==> src/rtl/fetch_queue.sv <==
// Fetch queue: circular FIFO of {instr, pc, adel} between I-cache fetch and the decoder.
// Build option FETCH_QUEUE_BYPASS_EN forwards an offered entry straight to out_* while empty.
module fetch_queue #(
  parameter int unsigned DEPTH = 8,
  parameter int unsigned PTR_W = $clog2(DEPTH)
) (
  input  logic             clk,
  input  logic             resetn,
  input  logic             flush,
  input  logic             in_valid,
  output logic             in_ready,
  input  logic [31:0]      in_instr,
  input  logic [31:0]      in_pc,
  input  logic             in_adel,
  output logic             out_valid,
  input  logic             out_ready,
  output logic [31:0]      out_instr,
  output logic [31:0]      out_pc,
  output logic [31:0]      out_pcplus4,
  output logic             out_adel,
  output logic [PTR_W:0]   count
);

  localparam int unsigned CNT_W = PTR_W + 1;

  typedef struct packed {
    logic [31:0] instr;
    logic [31:0] pc;
    logic        adel;
  } entry_t;

  entry_t           mem_q [DEPTH];
  logic [CNT_W-1:0] wr_ptr_q, wr_ptr_d;
  logic [CNT_W-1:0] rd_ptr_q, rd_ptr_d;
  logic             empty, full, push, pop, mem_we, bypass;
  entry_t           head, in_entry;

  // Pointer MSB is the wrap bit: equal indices are empty or full depending on it.
  assign empty    = (wr_ptr_q == rd_ptr_q);
  assign full     = (wr_ptr_q[PTR_W-1:0] == rd_ptr_q[PTR_W-1:0]) &&
                    (wr_ptr_q[PTR_W] != rd_ptr_q[PTR_W]);
  assign in_entry = '{instr: in_instr, pc: in_pc, adel: in_adel};
  assign head     = mem_q[rd_ptr_q[PTR_W-1:0]];

`ifdef FETCH_QUEUE_BYPASS_EN
  assign bypass = empty & in_valid & ~flush;
`else
  assign bypass = 1'b0;
`endif

  assign in_ready  = ~full;
  assign out_valid = ~empty | bypass;
  assign push      = in_valid & in_ready;
  assign pop       = out_valid & out_ready;
  assign count     = wr_ptr_q - rd_ptr_q;

  // Next pointers; flush wins, and a consumed bypass entry never touches storage.
  always_comb begin
    wr_ptr_d = wr_ptr_q;
    rd_ptr_d = rd_ptr_q;
    mem_we   = 1'b0;
    if (flush) begin
      wr_ptr_d = '0;
      rd_ptr_d = '0;
    end else if (!(bypass && pop)) begin
      if (push) begin
        mem_we   = 1'b1;
        wr_ptr_d = wr_ptr_q + CNT_W'(1);
      end
      if (pop) begin
        rd_ptr_d = rd_ptr_q + CNT_W'(1);
      end
    end
  end

  always_ff @(posedge clk or negedge resetn) begin
    if (!resetn) begin
      wr_ptr_q <= '0;
      rd_ptr_q <= '0;
    end else begin
      wr_ptr_q <= wr_ptr_d;
      rd_ptr_q <= rd_ptr_d;
    end
  end

  always_ff @(posedge clk) begin
    if (mem_we) begin
      mem_q[wr_ptr_q[PTR_W-1:0]] <= in_entry;
    end
  end

  // Head fields read zero while nothing is presented.
  always_comb begin
    out_instr = '0;
    out_pc    = '0;
    out_adel  = 1'b0;
    if (bypass) begin
      out_instr = in_instr;
      out_pc    = in_pc;
      out_adel  = in_adel;
    end else if (!empty) begin
      out_instr = head.instr;
      out_pc    = head.pc;
      out_adel  = head.adel;
    end
  end

  assign out_pcplus4 = out_pc + 32'd4;

endmodule

==> config.mk <==
export PLATFORM = sky130hd
export DESIGN_NAME = fetch_queue
export DESIGN_NICKNAME = d
export VERILOG_FILES = /design/src/rtl/fetch_queue.sv
export SDC_FILE = /design/constraint.sdc
export NUM_CORES = 1
export LEC_CHECK = 0
export ABC_CLOCK_PERIOD_IN_PS = 13600
export CORE_ASPECT_RATIO = 0.5
export CORE_MARGIN = 3
export CORE_UTILIZATION = 40
export CTS_CLUSTER_DIAMETER = 120
export CTS_CLUSTER_SIZE = 14
export DETAILED_ROUTE_END_ITERATION = 8
export DONT_BUFFER_PORTS = 1
export GPL_TIMING_DRIVEN = 0
export PLACE_DENSITY = 0.63
export SLEW_MARGIN = 20
export SYNTH_ARGS = -nofsm -noshare
export SYNTH_HDL_FRONTEND = slang
export SYNTH_SLANG_ARGS = --single-unit
==> constraint.sdc <==
create_clock -name clk -period 13.6 [get_ports clk]
set_clock_uncertainty 0.05 [all_clocks]
set_input_delay 2.72 -clock clk [delete_from_list [all_inputs] [get_ports clk]]
set_output_delay 2.72 -clock clk [all_outputs]
set_load 0.02 [all_outputs]
==> metrics.csv, run 1 <==
metric,value,unit
hold_depth,2,
htree_levels,2,
wl_per_cell,26.2,um
ioPinCount,173,
vias,10400,
start_util,0.413,
place_area,22800,um2
drive_gt1_frac,0.221,
ys_warn_count,0,
grt_max_degree,22,
port_buffers,0,
min_to,wr_ptr_q[3],
dieArea,55900,um2
synthFlopType,edfxtp_1,
cp-end-kind,output port,
syn_area_per_cell,19.5,um2
hold_violations,0,
place_congestion,0.789,
seq_area_frac_synth,0.747,
relSlewSlack,0.297,
p_leak,7.47,nW
overflow,0,
hold_path_class,register to register,
hold_path_startpoint,wr_ptr_q[3],
cts-resized-gates,0,
antenna_found_initial,0,
synth.area.top_cells,"edfxtp_1 (74%), mux4_2 (11%), nand2_1 (2.0%)",
antenna_cells,0,
synth_edf_count,520,
route.detailed.drc,0,
synth_fp_nets,1161,
rsz0062_at_grt,false,
crit_path_max_incr_delay,730,ps
critPathKind,register to output port,
crit_chain,buf_2 > inv_2 > clkbuf_1 > buf_1 > clkbuf_1 > ha_1 > nand3_1 > nor2_4 > clkbuf_1 > clkbuf_1 > or2_2 > inv_1 > ha_1 > nor4b_4 > nand3_2 > or4b_4 > nor3_2 > xor2_1,
synth_top_cell_area_share,0.738,
slew_violations,0,
grt_pass1_vias,10600,
crit_start,rd_ptr_q[2],
synthesis.area,21200,um2
p_per_area,153,nW/um2
fmax,0.0927,GHz
yosysTopAreaCell,edfxtp_1,
drt_iter0_markers,999,
grt_pass1_wl,71600,um
clk_pin_slew,70,ps
nNetsFinal,1247,
numCtsBuffers,43,
track_usage,0.173,
drt-total-wl,49000,um
dp_hpwl,33500,um
cts_hold_buf,0,
core,51200,um2
drt_first_pass_iters,5,
tns,0,ps
ant_nets,0,
fin_area,23900,um2
critPathMaxFanout,10,
path_common_cell,clkbuf_1,
required,10830,ps
cp-start-kind,register,
routed_via_density,5.55,
async_flop_share,0.0152,
post_cts_buffers,0,
root_buffer,clkbuf_16,
reg2reg_from,rd_ptr_q[2],
fin_ws,2810,ps
fin_crit,10790,ps
die_h,169,um
irDropWorstVdd,0.0808,mV
cts.path.max_buffers,3,
regToRegSetupSlack,7490,ps
synth_cell_type_count,63,
post-place-ws,3330,ps
cts_tree,yes,
setup_viol,0,
rr_endpoint,mem_q[1][21],
ys_ff_latch,528,
fillers,4248,
crit_arrival,8020,ps
placementRows,58,
synthCells,1084,
drv_cap,0,
area_delta_synth_final,13.1,%
rr_worst_depth,16,
outcome,"finished, final reports clean",
fp.dieW,331,um
tightestPinTransition,1050,ps
clock_latency,550,ps
cts_num_sinks,528,
fin_crit_sh,0.793,
cpMaxStageDelayCell,buf_1,
[critical path: cells and delay by family, from the launching register on]
kind,cells,cell delay (ps)
buf+inv,8,3370
fa+ha+maj,2,670
flops,1,420
simple gates,7,2550
xor+xnor,1,410
[synth_stat cells (2+ instances only)]
master    number
nand3_1       15
dfrtp_1        8
a21oi_1       47
nor3_2         3
xnor2_1       26
nor3_1         7
mux2_2         4
nor4_4         2
buf_6          5
mux2i_1       36
xor2_1        10
clkbuf_1      23
nand3_2        2
ha_1           6
a31oi_1        3
nor2b_1        4
nand2b_1       2
buf_1          4
nor2_1        29
o21ai_0        3
and2_1         4
buf_12         5
edfxtp_1     520
inv_1         15
nand2_1      114
mux4_2       108
a22oi_1       12
buf_4          4
buf_2         15
and3_1         7
mux4_1         5
nand4_1        5
[metal layers]
layer	routed length [um]	GRT usage	share of wire	vias to the layer above
met5	0	0	0	-
met4	1370	0.0553	0.028	0
met3	2730	0.0326	0.056	77
met2	26200	0.312	0.53	319
met1	18700	0.212	0.38	5489
li1	-	-	-	4486
[area by class of cell]
class / count / area [um2] / share of cell area
Sequential cell: 528 / 15800 / 0.661
Clock inverter: 1 / 30.0 / 0.00125
Clock buffer: 53 / 1160 / 0.0483
Timing Repair Buffer: 41 / 672 / 0.0281
Buffer: 57 / 378 / 0.0158
Inverter: 17 / 68.8 / 0.00287
Multi-Input combinational cell: 482 / 4960 / 0.207
Tap cell: 690 / 863 / 0.0361
[worst max-delay path by stage]
stage	end	slack [ps]	cells after the start
floorplan	mem_q[1][0]	5420	4
global placement	mem_q[0][37]	-460	12
detailed placement	out_pcplus4[18]	3330	18
CTS	out_pcplus4[18]	2710	18
global route	out_pcplus4[18]	2530	18
finish	out_pcplus4[18]	2810	18
[power by group]
part,total (mW),internal [mW],switching (mW)
logic,0.701,0.228,0.473
clock network,1.13,0.610,0.523
registers,1.82,1.81,0.00702
total,3.65,2.65,1.00
[per-stage QoR]
| stage | power (mW) | hold WS, ps | utilization | cells |
|---|---|---|---|---|
| after global routing | 3.78 | 582 | 0.467 | 1869 |
| after CTS | 3.69 | 558 | 0.467 | 1869 |
| after detailed placement | 2.57 | 542 | 0.444 | 1815 |
| final | 3.65 | 557 | 0.467 | 1869 |
| after global placement | 2.56 | 524 | 0.430 | 1774 |
| after floorplan | 2.39 | 506 | - | 1084 |
[placed cells by master, fill, tap and decap left out, types with 6 or more instances in the layout]
cell type | synthesis | layout
buf_12 | 5 | 14
nand2_1 | 114 | 114
inv_1 | 15 | 15
a21oi_1 | 47 | 47
buf_4 | 4 | 21
nor2_1 | 29 | 23
mux4_2 | 108 | 108
a22oi_1 | 12 | 12
buf_16 | 0 | 12
nand3_1 | 15 | 15
buf_2 | 15 | 15
clkbuf_16 | 0 | 45
edfxtp_1 | 520 | 520
xnor2_1 | 26 | 26
nor2_4 | 1 | 7
clkbuf_1 | 23 | 31
xor2_1 | 10 | 10
buf_6 | 5 | 8
mux2i_1 | 36 | 36
ha_1 | 6 | 6
and3_1 | 7 | 7
dfrtp_1 | 8 | 8
[registers in the layout (all words and copies together) (netlist names)]
register	cells
mem_q	520
rd_ptr_q	4
wr_ptr_q	4
[cells by family after synthesis]
group                      share of synthesized area
AOI/OAI and AO/OA                             0.0224
xor gates and xnor gates                      0.0157
adders and majority gates                    0.00449
buffers and inverters                         0.0211
DFF                                            0.747
muxes                                          0.141
and+or+nand+nor                               0.0481
No activity file was read; power rests on OpenSTA's default activity.
==> run 2: changes to the inputs <==
--- a/config.mk
+++ b/config.mk
@@ -5,7 +5,8 @@
 export SDC_FILE = /design/constraint.sdc
 export NUM_CORES = 1
 export LEC_CHECK = 0
-export ABC_CLOCK_PERIOD_IN_PS = 13600
+export ABC_AREA = 1
+export ABC_CLOCK_PERIOD_IN_PS = 10800
 export CORE_ASPECT_RATIO = 0.5
 export CORE_MARGIN = 3
 export CORE_UTILIZATION = 40
==> constraint.sdc (replaced) <==
create_clock -name clk -period 10.8 [get_ports clk]
set_clock_uncertainty 0.05 [all_clocks]
set_input_delay 2.16 -clock clk [delete_from_list [all_inputs] [get_ports clk]]
set_output_delay 2.16 -clock clk [all_outputs]
set_load 0.02 [all_outputs]
==> run 2 against run 1 <==
Critical path type unchanged. Utilization down 0.87 points. Die area up 7.9%. Flip-flop and latch count unchanged.
==> metrics.csv, run 2 <==
metric,value,unit
synth_cell_type_count,31,
grt_pass1_wl,92000,um
intPower,3.32,mW
core,56000,um2
grt_pass1_vias,14900,
fin_ws,2950,ps
cts_num_sinks,528,
drive_gt1_frac,0.0826,
cp-end-kind,output port,
dieArea,60300,um2
final-seq-area,15800,um2
drt_first_pass_iters,5,
cts-resized-gates,0,
routed_via_density,5.17,
critPathTopFamily,buffers and inverters,
p_per_area,194,nW/um2
fin_crit,7850,ps
antenna_found_initial,1,
setup_viol,0,
dp_hpwl,43100,um
route.detailed.drc,0,
ant_nets,0,
port_buffers,0,
post_cts_buffers,0,
clock_power_share,0.288,
ioPinCount,173,
cts_hold_buf,0,
cts.path.max_buffers,3,
clock_latency,560,ps
rsz0062_at_grt,false,
ys_warn_count,0,
cpMaxStageDelayCell,clkbuf_1,
relSlewSlack,0.440,
crit_arrival,5640,ps
overflow,0,
synth_edf_count,520,
use_met1,0.246,
path_common_cell,nand2_1,
required,8590,ps
crit_start,rd_ptr_q[2],
track_usage,0.203,
placementRows,61,
comb_power_share,0.253,
synthesis.area,22900,um2
largest_reg_flops,520,
crit_chain,buf_2 > inv_1 > buf_2 > buf_2 > clkbuf_1 > ha_1 > inv_1 > nor3_1 > nand2_1 > buf_4 > nand2_1 > nor2_2 > ha_1 > nand2_1 > nor2_2 > nand2_1 > nor2_2 > xor2_1,
place_area,24500,um2
synth_most_common_cell,edfxtp_1,
finalPower,4.99,mW
outcome,"finished, final reports clean",
hold_violations,0,
fp.dieW,344,um
synthCells,2148,
synth_fp_nets,2225,
vias,15600,
critPathKind,register to output port,
start_util,0.408,
hold_depth,2,
root_buffer,clkbuf_16,
drt-total-wl,62200,um
final_common_cell,edfxtp_1,
cts_tree,yes,
critPathMaxFanout,10,
htree_levels,2,
fmax,0.127,GHz
seq_area_frac_synth,0.691,
antenna_cells,0,
swShare,0.334,
rr_endpoint,mem_q[3][40],
reg2reg_from,rd_ptr_q[2],
drt_iter0_markers,1393,
cp-start-kind,register,
synth_top_cell_area_share,0.682,
nNetsFinal,2323,
numCtsBuffers,43,
slew_violations,0,
die_h,175,um
tightestPinTransition,837,ps
grt-busiest-layer,met2,
synth.area.top_cells,"edfxtp_1 (68%), nand2_1 (8.1%), nor2_1 (4.7%)",
synthMuxAreaShare,0,
hold_path_class,register to register,
syn_area_per_cell,10.7,um2
area_delta_synth_final,12.3,%
synth_common_cells,"edfxtp_1 (520), nand2_1 (491), nor2_1 (286)",
hold_path_startpoint,rd_ptr_q[3],
synth_compound_area_frac,0.0646,
gr-usage-met2,0.362,
rr_worst_depth,17,
drv_cap,0,
crit_buf_inv,7,
share_seq_of_total_power,0.459,
fin_area,25700,um2
synthAdderAreaFrac,0.00416,
fin_util,0.459,
yosys.area_share.simple,0.168,
synth_top_family_by_area,simple AND/OR/NAND/NOR gates,
switchingPower,1.67,mW
grt_use_met3,0.0349,
crit_path_max_incr_delay,500,ps
yosysTopAreaCell,edfxtp_1,
fin_crit_sh,0.727,
synth_xor_xnor_area_share,0.00574,
clk_pin_slew,70,ps
async_flop_share,0.0152,
min_to,rd_ptr_q[3],
post-place-ws,3560,ps
final_cell_mix,"edfxtp_1 (520), nand2_1 (491), nor2_1 (282), inv_1 (249), o21ai_0 (186)",
multiInputGateArea,5600,um2
ys_ff_latch,528,
fillers,5067,
grt_max_degree,22,
wl_per_cell,20.6,um
place_congestion,0.915,
irDropWorstVdd,0.100,mV
regToRegSetupSlack,5890,ps
p_leak,9.97,nW
synthFlopType,edfxtp_1,
-- run 2: worst reg2reg max path, delay by kind of cell, from the launching register on --
family | cells | cell delay [ps]
fa+ha+maj | 1 | 380
flops | 1 | 360
buf+inv | 11 | 2640
simple gates | 5 | 1170
-- run 2: layout make-up --
class	instances	area share
clock buffer	59	0.0442
sequential	528	0.616
multi-input combinational	1252	0.218
clock inverter	3	0.00244
inverter	255	0.0373
buffer	113	0.0217
timing repair buffer	53	0.0240
tap	756	0.0368
-- run 2: how the worst max path moves through the flow --
stage / end / slack (ps) / cells after the start
after detailed placement: out_pcplus4[12] / 3560 / 18
after global placement: mem_q[1][43] / -2470 / 13
after floorplan: mem_q[6][0] / 3250 / 4
final: out_pcplus4[12] / 2950 / 18
after global routing: out_pcplus4[12] / 2630 / 17
after CTS: out_pcplus4[12] / 2950 / 18
-- run 2: cells by family after synthesis --
logic type / Yosys count
xor+xnor: 15
flops: 528
compound gates: 274
buf+inv: 368
simple gates: 956
fa+ha+maj: 7
-- run 2: power by group through the flow --
stage / logic, mW / registers (mW) / clock network (mW)
2_1_floorplan: 0.875 / 2.34 / 0
6_report: 1.26 / 2.29 / 1.44
4_1_cts: 1.27 / 2.29 / 1.46
3_5_place_dp: 1.27 / 2.33 / 0
5_1_grt: 1.37 / 2.29 / 1.55
3_3_place_gp: 1.24 / 2.34 / 0
-- run 2: metal layers --
metal	vias up	part of all wire
li1	7389	-
met5	-	0
met2	556	0.50
met1	7521	0.39
met4	0	0.042
met3	140	0.064
-- run 2: through the flow --
step | hold WS [ps] | instances | setup TNS [ps]
2_1_floorplan | 469 | 2148 | 0
3_3_place_gp | 483 | 2904 | -526860
3_5_place_dp | 498 | 2957 | 0
4_1_cts | 508 | 3019 | 0
5_1_grt | 541 | 3019 | 0
6_report | 510 | 3019 | 0
